`src/rtl/cdb_arbiter_if.sv`:
```
// Write-back handshake and common data bus signals between functional units
// and the CDB arbiter.
interface cdb_arbiter_if #(
   parameter int unsigned NUM_UNITS = 4,
   parameter int unsigned DATA_W    = 32,
   parameter int unsigned TAG_W     = 4,
   parameter int unsigned SRC_W     = 2
);
   logic [NUM_UNITS-1:0]        require;
   logic [NUM_UNITS*DATA_W-1:0] resultIn;
   logic [NUM_UNITS*TAG_W-1:0]  tagIn;
   logic                        stall;
   logic                        flush;
   logic [NUM_UNITS-1:0]        requireAC;
   logic                        cdbValid;
   logic [DATA_W-1:0]           cdbData;
   logic [TAG_W-1:0]            cdbTag;
   logic [SRC_W-1:0]            cdbSrc;
   logic [15:0]                 cdbCount;

   modport master (
      output require, resultIn, tagIn, stall, flush,
      input  requireAC, cdbValid, cdbData, cdbTag, cdbSrc, cdbCount
   );

   modport slave (
      input  require, resultIn, tagIn, stall, flush,
      output requireAC, cdbValid, cdbData, cdbTag, cdbSrc, cdbCount
   );
endinterface

```
`src/rtl/cdb_arbiter.sv`:
```
// Round-robin write-back arbiter: grants one functional unit per cycle and
// broadcasts its registered result and tag on the CDB for one cycle.
module cdb_arbiter #(
   parameter int unsigned NUM_UNITS = 4,
   parameter int unsigned DATA_W    = 32,
   parameter int unsigned TAG_W     = 4,
   parameter int unsigned SRC_W     = 2
) (
   input logic         clk,
   input logic         nRST,
   cdb_arbiter_if.slave bus
);
   logic [SRC_W-1:0]     ptr;
   logic [SRC_W-1:0]     gidx;
   logic [SRC_W-1:0]     ptr_next;
   int unsigned          gsel;
   logic                 found;
   logic                 grant;
   logic [NUM_UNITS-1:0] req_ac;

   logic                 valid_q;
   logic [DATA_W-1:0]    data_q;
   logic [TAG_W-1:0]     tag_q;
   logic [SRC_W-1:0]     src_q;
   logic [15:0]          count_q;

   // Scan from ptr upward with wraparound; first requester found wins.
   always_comb begin
      int unsigned idx;
      found = 1'b0;
      gsel  = 0;
      for (int unsigned k = 0; k < NUM_UNITS; k++) begin
         idx = int'(ptr) + k;
         if (idx >= NUM_UNITS) idx = idx - NUM_UNITS;
         if (!found && bus.require[idx]) begin
            found = 1'b1;
            gsel  = idx;
         end
      end
   end

   always_comb begin
      gidx   = SRC_W'(gsel);
      grant  = found && !bus.stall && !bus.flush && nRST;
      req_ac = '0;
      if (grant) req_ac[gsel] = 1'b1;
      ptr_next = (gidx == SRC_W'(NUM_UNITS - 1)) ? '0 : gidx + 1'b1;
   end

   always_ff @(posedge clk or negedge nRST) begin
      if (!nRST) begin
         ptr     <= '0;
         valid_q <= 1'b0;
         data_q  <= '0;
         tag_q   <= '0;
         src_q   <= '0;
         count_q <= '0;
      end else if (grant) begin
         ptr     <= ptr_next;
         valid_q <= 1'b1;
         data_q  <= bus.resultIn[gsel*DATA_W +: DATA_W];
         tag_q   <= bus.tagIn[gsel*TAG_W +: TAG_W];
         src_q   <= gidx;
         count_q <= count_q + 16'd1;
      end else begin
         valid_q <= 1'b0;
      end
   end

   assign bus.requireAC = req_ac;
   assign bus.cdbValid  = valid_q;
   assign bus.cdbData   = data_q;
   assign bus.cdbTag    = tag_q;
   assign bus.cdbSrc    = src_q;
   assign bus.cdbCount  = count_q;
endmodule

```
`src/flat_wrapper.sv`:
```
// flat-port wrapper written by rule: the top's interface ports become plain ports
module cdb_arbiter_flat 
#(
   parameter int unsigned NUM_UNITS = 4,
   parameter int unsigned DATA_W    = 32,
   parameter int unsigned TAG_W     = 4,
   parameter int unsigned SRC_W     = 2
)
  (clk, nRST, bus_require, bus_resultIn, bus_tagIn, bus_stall, bus_flush, bus_requireAC, bus_cdbValid, bus_cdbData, bus_cdbTag, bus_cdbSrc, bus_cdbCount);
  cdb_arbiter_if #(.NUM_UNITS(NUM_UNITS), .DATA_W(DATA_W), .TAG_W(TAG_W), .SRC_W(SRC_W)) bus_i ();
  input logic clk;
  input logic nRST;
  input wire logic [$bits(bus_i.require)-1:0] bus_require;
  input wire logic [$bits(bus_i.resultIn)-1:0] bus_resultIn;
  input wire logic [$bits(bus_i.tagIn)-1:0] bus_tagIn;
  input wire logic [$bits(bus_i.stall)-1:0] bus_stall;
  input wire logic [$bits(bus_i.flush)-1:0] bus_flush;
  output wire logic [$bits(bus_i.requireAC)-1:0] bus_requireAC;
  output wire logic [$bits(bus_i.cdbValid)-1:0] bus_cdbValid;
  output wire logic [$bits(bus_i.cdbData)-1:0] bus_cdbData;
  output wire logic [$bits(bus_i.cdbTag)-1:0] bus_cdbTag;
  output wire logic [$bits(bus_i.cdbSrc)-1:0] bus_cdbSrc;
  output wire logic [$bits(bus_i.cdbCount)-1:0] bus_cdbCount;
  assign bus_i.require = bus_require;
  assign bus_i.resultIn = bus_resultIn;
  assign bus_i.tagIn = bus_tagIn;
  assign bus_i.stall = bus_stall;
  assign bus_i.flush = bus_flush;
  assign bus_requireAC = bus_i.requireAC;
  assign bus_cdbValid = bus_i.cdbValid;
  assign bus_cdbData = bus_i.cdbData;
  assign bus_cdbTag = bus_i.cdbTag;
  assign bus_cdbSrc = bus_i.cdbSrc;
  assign bus_cdbCount = bus_i.cdbCount;
  cdb_arbiter #(.NUM_UNITS(NUM_UNITS), .DATA_W(DATA_W), .TAG_W(TAG_W), .SRC_W(SRC_W)) u_core (.clk(clk), .nRST(nRST), .bus(bus_i));
endmodule
```
`config.mk`:
```
export PLATFORM = sky130hd
export DESIGN_NAME = cdb_arbiter_flat
export DESIGN_NICKNAME = d
export VERILOG_FILES = /design/src/rtl/cdb_arbiter_if.sv /design/src/rtl/cdb_arbiter.sv /design/src/flat_wrapper.sv
export SDC_FILE = /design/constraint.sdc
export NUM_CORES = 1
export LEC_CHECK = 0
export BUFFER_PORTS_ARGS = -buffer_cell sky130_fd_sc_hd__buf_4
export CORE_MARGIN = 10
export CORE_UTILIZATION = 35
export CTS_BUF_LIST = sky130_fd_sc_hd__clkbuf_16
export CTS_CLUSTER_DIAMETER = 200
export DETAILED_ROUTE_END_ITERATION = 8
export GPL_ROUTABILITY_DRIVEN = 0
export PLACE_DENSITY = 0.65
export SKIP_CTS_REPAIR_TIMING = 1
export SYNTH_ARGS = -nofsm -noshare
export SYNTH_HDL_FRONTEND = slang
export SYNTH_SLANG_ARGS = --single-unit
```
`constraint.sdc`:
```
create_clock -name clk -period 3.1 [get_ports clk]
set_clock_uncertainty 0.05 [all_clocks]
set_input_delay 0.465 -clock clk [delete_from_list [all_inputs] [get_ports clk]]
set_output_delay 0.465 -clock clk [all_outputs]
set_load 0.02 [all_outputs]
```
==> results.json, run 1 <==
{
  "grt_max_degree": 58,
  "max_stage_delay_ps": 450,
  "min_period_ps": 3000,
  "first_global_vias": 5239,
  "status": "finished clean",
  "port_buffers": 210,
  "syn_area_um2": 4610,
  "hold_path.class": "primary input to async pin",
  "final_layout_size_suffix_gt1_frac": 0.390,
  "ios": 211,
  "synth_cells": 532,
  "path_class": "flip-flop to output pin",
  "worst_pin_slew_ps": 959,
  "cts_buffers": 9,
  "root_buffer": "clkbuf_16",
  "antenna_found_initial": 0,
  "power_leakage_uw": 0.00332,
  "via_per_inst": 5.66,
  "cts.sinks": 57,
  "dp_hpwl_um": 14000,
  "worstSetupEndpointType": "output pin",
  "synth_top_cell_by_area": "dfrtp_1",
  "dieArea_um2": 18200,
  "grt_pass1_wl_um": 28500,
  "synth-edff-count": 0,
  "period_share": 0.968,
  "crit_top_cell": "mux2_4",
  "insertion_delay_ps": 320,
  "fmax_ghz": 0.333,
  "start_util": 0.361,
  "synth-seq-area-share": 0.309,
  "diodes": 0,
  "clk_pin_slew_worst_paths_ps": 60,
  "area_growth_pct": 46.7,
  "async_flop_share": 1.00,
  "dr.first_iter.drc_count": 340,
  "cp_cell_sequence": "buf_12 -> mux2_4 -> mux2_4 -> a21oi_4 -> and2_4 -> inv_1 -> ha_1 -> and2_2 -> buf_4",
  "rows": 41,
  "crit_arrival_ps": 2490,
  "powerDensity_nw_per_um2": 1060,
  "finalMaxSlewViolations": 0,
  "synth_ff_type": "dfrtp_1",
  "tritoncts": "done",
  "drt-pass1-iter-count": 5,
  "yosys_warnings": 0,
  "syn_nets": 694,
  "synth_cell_types": 58,
  "synth.most_common_cell": "inv_1",
  "layout.nets": 896,
  "die_h_um": 135,
  "yosysTopAreaCellShare": 0.309,
  "drc": 0,
  "regArea_um2": 1430,
  "cp_data_required_time_ps": 2580,
  "cp_slowest_cell": "dfrtp_2",
  "yosys-top-cells-area": "dfrtp_1 (31%), o21ai_0 (8.1%), a221o_1 (7.6%), a32o_1 (7.6%), a22o_1 (6.6%)",
  "drt_wl_total_um": 18900,
  "fillCellCount": 1201,
  "ant_nets": 0,
  "die_w_um": 135,
  "hold_ws_ps": 295,
  "yosys-top-cells-count": "inv_1 (78), o21ai_0 (75), dfrtp_1 (57)",
  "grt.total_usage": 0.194,
  "htree_levels": 3,
  "cap_viol_max_count": 0,
  "routedWlPerCell_um": 20.8,
  "crit_fanout": 10,
  "syn_avg_cell_area_um2": 8.67,
  "finalHoldViolations": 0,
  "ir_worst_vdd_uv": 435,
  "p_total_uw": 7190,
  "slew_headroom": 0.358,
  "cp-start-kind": "flip-flop",
  "setup_viol": 0,
  "multi_input_area_um2": 2670,
  "synth_seq_cells": 57,
  "final_core_util": 0.530,
  "grt_overflow": 0,
  "core_area_um2": 12800,
  "num_vias": 5154,
  "clock_path_buffers": 2
}
## worst paths after layout
check                                             start                 endpoint  slack (ps)  cells past startpoint
worst max-delay path                      u_core.ptr[0]         bus_requireAC[0]         100                      9
worst min-delay path                               nRST            u_core.ptr[1]         290                      2
worst max register to register            u_core.ptr[0]   u_core.bus.cdbData[23]         310                      8
worst min register to register  u_core.bus.cdbCount[15]  u_core.bus.cdbCount[15]         430                      1
max in group asynchronous                          nRST            u_core.ptr[0]        2180                      2
min in group clk                          bus_tagIn[14]     u_core.bus.cdbTag[2]         420                      3
## flip-flops by register name, summed over array words and instances, names as in the netlist
signal and cells:
u_core.bus.cdbSrc 2, u_core.bus.cdbTag 4, u_core.bus.cdbCount 16, u_core.bus.cdbData 32, u_core.ptr 2, u_core.bus.cdbValid 1
## per-stage QoR
| step | cell area (µm²) | setup WS [ps] | setup TNS, ps | instances |
|---|---|---|---|---|
| after floorplan | 4630 | 9.52 | 0 | 532 |
| after global placement | 6340 | 213 | 0 | 882 |
| after detailed placement | 6340 | 128 | 0 | 882 |
| after CTS | 6610 | -207 | -704 | 898 |
| after global routing | 6770 | -8.98 | -9.95 | 911 |
| final | 6770 | 99.4 | 0 | 911 |
## critical path: cells and delay by family (launching register included)
kind | cells | cell delay [ps]
adders and majority gates | 1 | 190
AOI/OAI and AO/OA | 1 | 150
buffers and inverters | 3 | 380
and+or+nand+nor | 2 | 350
DFF | 1 | 450
muxes | 2 | 620
## kinds of logic (layout without fill, tap and decap cells)
logic type,count (synthesis),in the layout,share of synthesized area
adder cells (fa/ha/maj),10,10,0.0271
buffers and inverters,133,340,0.128
AND/OR/NAND/NOR,61,61,0.0708
multiplexers,11,11,0.0320
AO/OA/AOI/OAI,245,245,0.404
flip-flops,57,57,0.309
XOR/XNOR,15,15,0.0285
## power by group
group / internal (µW) / switching (µW)
logic: 2170 / 2880
registers: 1010 / 215
clock network: 538 / 376
total: 3720 / 3470
## cell usage in the layout, fill, tap and decap left out, types with 3 or more instances in the layout
cell type,synthesis,routed
clkbuf_16,0,11
a31oi_1,36,36
a32o_1,35,35
nand2_1,16,16
ha_1,10,9
nor2_1,13,13
and2_2,0,4
nand4_1,5,5
buf_4,1,241
nor3b_1,3,3
clkinvlp_4,0,4
a22o_1,35,35
o21ai_0,75,75
dfrtp_1,57,56
xor2_1,5,5
inv_1,78,77
nand3_1,4,4
a221o_1,35,35
mux2i_1,5,5
a21oi_1,7,6
xnor2_1,10,10
clkinv_2,0,3
a211oi_1,3,3
## per-layer routing
layer	share of wire	global-route usage	routed length, µm
met5	0	0	0
met3	0.10	0.0727	1900
met4	0.019	0.0599	362
met1	0.41	0.228	7680
met2	0.47	0.321	8970
## area by class of cell
type                       instances  area share
clock buffer                       9      0.0333
inverter                          80      0.0449
multi-input combinational        342       0.395
timing repair buffer             244       0.278
tap                              172      0.0318
clock inverter                     7     0.00684
sequential                        57       0.211
No activity file was read; power rests on OpenSTA's default activity.
==> run 2: changes to the inputs <==
clock period = 2.6 ns   (was 3.1 ns; I/O delays follow)
==> run 2 against run 1 <==
The flow now finishes with violations (setup timing). Die area is the same. Setup slack worse by 370 ps. Clock power is 29% higher. Total power up 26%. Non-clock buffer count is 12 higher. Combinational power increased by 26%. Via count grew 3.4%. Global-route usage is 0.33 points higher. Largest cell class unchanged. Largest power group unchanged. Highest routed layer unchanged.
==> results.json, run 2 (synthesis gave the netlist of run 1 again) <==
{
  "status": "finished, violations left",
  "violations": "setup timing",
  "ant_nets": 0,
  "drc": 0,
  "via_per_inst": 5.77,
  "layout.nets": 908,
  "drt-pass1-iter-count": 8,
  "die_h_um": 135,
  "fmax_ghz": 0.348,
  "largest_reg_flops": 32,
  "rsz0062_at_grt": "true",
  "final_common_cell": "buf_4",
  "ir_worst_vdd_uv": 629,
  "finalHoldViolations": 0,
  "cts_buffers": 9,
  "met1_usage": 0.241,
  "clk_pin_slew_worst_paths_ps": 60,
  "top_usage_layer": "met2",
  "pre_cts_slack_ps": -44.0,
  "first_global_vias": 5278,
  "root_buffer": "clkbuf_16",
  "powerDensity_nw_per_um2": 1290,
  "cap_viol_max_count": 0,
  "multi_input_area_um2": 2700,
  "die_w_um": 135,
  "met2_usage": 0.316,
  "cts.sinks": 57,
  "path_class": "flip-flop to output pin",
  "grtUsageMet3": 0.0734,
  "antenna_found_initial": 0,
  "final_layout_size_suffix_gt1_frac": 0.405,
  "hold_path.class": "primary input to async pin",
  "cp-start-kind": "flip-flop",
  "crit_arrival_ps": 2430,
  "dp_hpwl_um": 14600,
  "regArea_um2": 1430,
  "start_util": 0.361,
  "num_vias": 5329,
  "routedWlPerCell_um": 21.1,
  "final_cell_mix": "buf_4 (240), inv_1 (76), o21ai_0 (74)",
  "final_core_util": 0.547,
  "drt_wl_total_um": 19500,
  "port_buffers": 210,
  "period_share": 1.10,
  "dieArea_um2": 18200,
  "rows": 41,
  "ios": 211,
  "grt_overflow": 0,
  "setup_ws_ps": -270,
  "slew_headroom": 0.391,
  "htree_levels": 3,
  "area_growth_pct": 51.4,
  "insertion_delay_ps": 330,
  "fillCellCount": 1145,
  "crit_fanout": 6,
  "power_leakage_uw": 0.00342,
  "diodes": 0,
  "min_period_ps": 2870,
  "clock_path_buffers": 2,
  "grt_pass1_wl_um": 28700,
  "grt.total_usage": 0.197,
  "worst_pin_slew_ps": 912,
  "tritoncts": "done",
  "cp_data_required_time_ps": 2160,
  "core_area_um2": 12800,
  "grt_max_degree": 64,
  "worstSetupEndpointType": "output pin",
  "dr.first_iter.drc_count": 413,
  "setup_viol": 39,
  "finalMaxSlewViolations": 0
}
run 2: layer usage:
metal,part of all wire,vias up,routed length [µm]
met5,0,-,0
met4,0.016,0,318
met1,0.41,2579,8020
met2,0.47,288,9110
li1,-,2437,-
met3,0.10,25,2020
run 2: worst paths after layout:
check	start	to	slack (ps)	cells past startpoint
setup / recovery	u_core.ptr[0]	bus_requireAC[3]	-270	8
hold / removal	nRST	u_core.bus.cdbData[31]	200	2
setup reg to reg	u_core.ptr[0]	u_core.bus.cdbTag[1]	-170	9
hold reg to reg	u_core.bus.cdbCount[15]	u_core.bus.cdbCount[15]	430	1
max in group asynchronous	nRST	u_core.ptr[0]	1750	2
min in group clk	bus_tagIn[14]	u_core.bus.cdbTag[2]	340	3
run 2: power by group:
part / internal [µW] / switching [µW]
combinational: 2830 / 3530
sequential: 1210 / 262
clock: 739 / 445
total: 4780 / 4240
run 2: through the flow:
| stage | power, µW | instance area, µm² | instances | setup TNS [ps] | hold WS (ps) |
|---|---|---|---|---|---|
| 2_1_floorplan | 5450 | 4680 | 532 | -9450 | 44.4 |
| 3_3_place_gp | 7390 | 6530 | 896 | 0 | 413 |
| 3_5_place_dp | 7540 | 6530 | 896 | -389 | 414 |
| 4_1_cts | 8740 | 6820 | 912 | -2250 | 251 |
| 5_1_grt | 9620 | 6990 | 923 | -10750 | 256 |
| 6_report | 9020 | 6990 | 923 | -5990 | 205 |
run 2: cell type report:
cell class,count,share of cell area
Clock inverter,7,0.0102
Sequential cell,57,0.204
Inverter,80,0.0435
Clock buffer,9,0.0322
Tap cell,172,0.0308
Timing Repair Buffer,256,0.293
Multi-Input combinational cell,342,0.386
run 2: critical path, stage by stage (launching register included):
cell        delay (ps)
dfrtp_2            460
clkinvlp_4         140
ha_4               310
mux4_2             340
nand3b_1           120
a21oi_2             80
a211oi_4           330
and2_4             200
buf_6              110
==> run 3: changes to the inputs <==
ABC_AREA = 1   (was unset)
PLACE_DENSITY = 0.67   (was 0.65)
TNS_END_PERCENT = 100   (was unset)
==> run 3 against run 2 <==
The run still ends with setup timing left. First-iteration DRC count shrank 17%. Synthesized cell count grew 10%. Register-to-register slack improved by 240 ps. Combinational power shrank 0.6%. Critical path type unchanged. Clock power up 6%. Setup slack better by 110 ps. Critical endpoint is now bus_requireAC[2]. Largest power group unchanged.
==> results.json, run 3 <==
{
  "status": "finished, violations left",
  "violations": "setup timing",
  "ant_nets": 0,
  "p_int_uw": 4400,
  "syn_nets": 748,
  "grt_pass1_wl_um": 25400,
  "synth-seq-area-share": 0.354,
  "grt.total_usage": 0.190,
  "p_switching_uw": 4710,
  "num_vias": 4928,
  "die_h_um": 127,
  "die_w_um": 127,
  "grt_max_degree": 73,
  "final_layout_size_suffix_gt1_frac": 0.362,
  "dieArea_um2": 16200,
  "insertion_delay_ps": 330,
  "worst_pin_slew_ps": 758,
  "largest_reg_flops": 32,
  "power_leakage_uw": 0.00327,
  "switching_share": 0.517,
  "via_per_inst": 5.23,
  "pwr-share-comb": 0.695,
  "slew_headroom": 0.494,
  "async_flop_share": 1.00,
  "multi_input_area_um2": 2490,
  "cp_data_required_time_ps": 2160,
  "synth_seq_cells": 57,
  "dpl_cell_area_um2": 5740,
  "clk_pin_slew_worst_paths_ps": 50,
  "powerDensity_nw_per_um2": 1440,
  "fmax_ghz": 0.362,
  "finalHoldViolations": 0,
  "yosys-top-cells-count": "nand2_1 (194), nand3_1 (194), dfrtp_1 (57)",
  "htree_levels": 3,
  "cap_viol_max_count": 0,
  "dp_hpwl_um": 12300,
  "period_share": 1.06,
  "finalMaxSlewViolations": 0,
  "crit_arrival_ps": 2320,
  "synth_ff_type": "dfrtp_1",
  "clock_path_buffers": 2,
  "regArea_um2": 1430,
  "clkPwrFrac": 0.137,
  "final_core_util": 0.556,
  "crit_fanout": 5,
  "rsz0062_at_grt": "true",
  "drc": 0,
  "grt_overflow": 0,
  "yosys-top-cells-area": "dfrtp_1 (35%), nand3_1 (24%), nand2_1 (18%), ha_1 (3.1%), inv_1 (2.2%)",
  "drt-pass1-iter-count": 4,
  "seq_power_share": 0.167,
  "pre_cts_slack_ps": 128,
  "stdcell_area_um2": 6320,
  "synth_cells": 586,
  "ios": 211,
  "antenna_found_initial": 0,
  "layout.nets": 956,
  "routedWlPerCell_um": 17.5,
  "port_buffers": 210,
  "area_growth_pct": 56.7,
  "cp-start-kind": "flip-flop",
  "hold_ws_ps": 167,
  "core_area_um2": 11400,
  "synth_top_cell_by_area": "dfrtp_1",
  "yosys_warnings": 0,
  "reg2regPathDepth": 14,
  "path_class": "flip-flop to output pin",
  "synth_cell_types": 31,
  "cts_buffers": 9,
  "tritoncts": "done",
  "min_period_ps": 2760,
  "final_cell_mix": "buf_4 (229), nand3_1 (189), nand2_1 (188)",
  "drt_wl_total_um": 16500,
  "syn_avg_cell_area_um2": 6.88,
  "dr.first_iter.drc_count": 344,
  "worstSetupEndpointType": "output pin",
  "hold_path.class": "primary input to async pin",
  "setup_ws_ps": -161,
  "synth-edff-count": 0,
  "first_global_vias": 4907,
  "ir_worst_vdd_uv": 1440,
  "rows": 39,
  "yosysTopAreaCellShare": 0.354,
  "diodes": 0,
  "syn_area_um2": 4030,
  "cts.sinks": 57,
  "final_common_cell": "buf_4",
  "start_util": 0.355,
  "ff2ff_setup_slack_ps": 70,
  "setup_viol": 4,
  "fillCellCount": 1077,
  "root_buffer": "clkbuf_16"
}
run 3: cell types whose count changed in the layout (fill, tap and decap cells not counted), sizes merged, moves of 18 or more:
cell	before	now
o21ai	76	10
nand2	16	199
a22o	35	0
inv	77	25
a221o	35	0
nand3	4	195
buf	254	236
a32o	35	0
a31oi	36	1
run 3: path summary, 6_finish.rpt:
check                                            start                     end
worst min-delay path                              nRST    u_core.bus.cdbSrc[0]
worst max-delay path                     u_core.ptr[0]        bus_requireAC[2]
min in group clk                      bus_resultIn[85]  u_core.bus.cdbData[21]
worst max register to register           u_core.ptr[0]   u_core.bus.cdbData[8]
worst min register to register  u_core.bus.cdbData[29]  u_core.bus.cdbData[29]
max in group asynchronous                         nRST   u_core.bus.cdbData[7]
run 3: logic make-up (layout without fill, tap and decap cells):
| logic type | Yosys count | in the layout | share of synthesized area |
|---|---|---|---|
| xor gates and xnor gates | 14 | 14 | 0.0304 |
| buffers and inverters | 65 | 278 | 0.0859 |
| DFF | 57 | 57 | 0.354 |
| and+or+nand+nor | 426 | 426 | 0.480 |
| AOI/OAI and AO/OA | 14 | 14 | 0.0192 |
| adders and majority gates | 10 | 10 | 0.0310 |
run 3: worst max-delay path, cell delays in order, from the launching register on:
cell	delay (ps)
dfrtp_1	410
clkinv_4	80
ha_4	280
inv_4	80
nand3_4	100
nand2_8	120
nand4_1	160
nand2_2	160
inv_2	60
nand2_4	90
ha_4	130
nor3b_4	180
buf_6	140
run 3: final cells by class:
cell class                 count  area share
clock buffer                   9      0.0356
clock inverter                 7      0.0135
inverter                      26      0.0174
multi-input combinational    464       0.394
sequential                    57       0.226
tap                          143      0.0283
timing repair buffer         236       0.286
run 3: power groups by stage:
stage / registers [µW] / clock network (µW) / logic, µW
CTS: 1530 / 1260 / 5700
floorplan: 1890 / 0 / 3800
detailed placement: 1530 / 0 / 5680
global route: 1580 / 1310 / 7000
finish: 1530 / 1250 / 6330
global placement: 1520 / 0 / 5570
run 3: routing by layer:
layer,part of all wire,up-vias,track usage
met3,0.11,31,0.0840
met1,0.40,2282,0.225
met5,0,-,0
met4,0.019,0,0.0610
li1,-,2369,-
met2,0.47,246,0.303
run 3: through the flow:
step / total power (µW) / setup TNS (ps) / std cells
after floorplan: 5690 / 0 / 586
after global placement: 7090 / 0 / 914
after detailed placement: 7210 / 0 / 914
after CTS: 8490 / -783 / 930
after global routing: 9880 / -1850 / 942
final: 9110 / -492 / 942
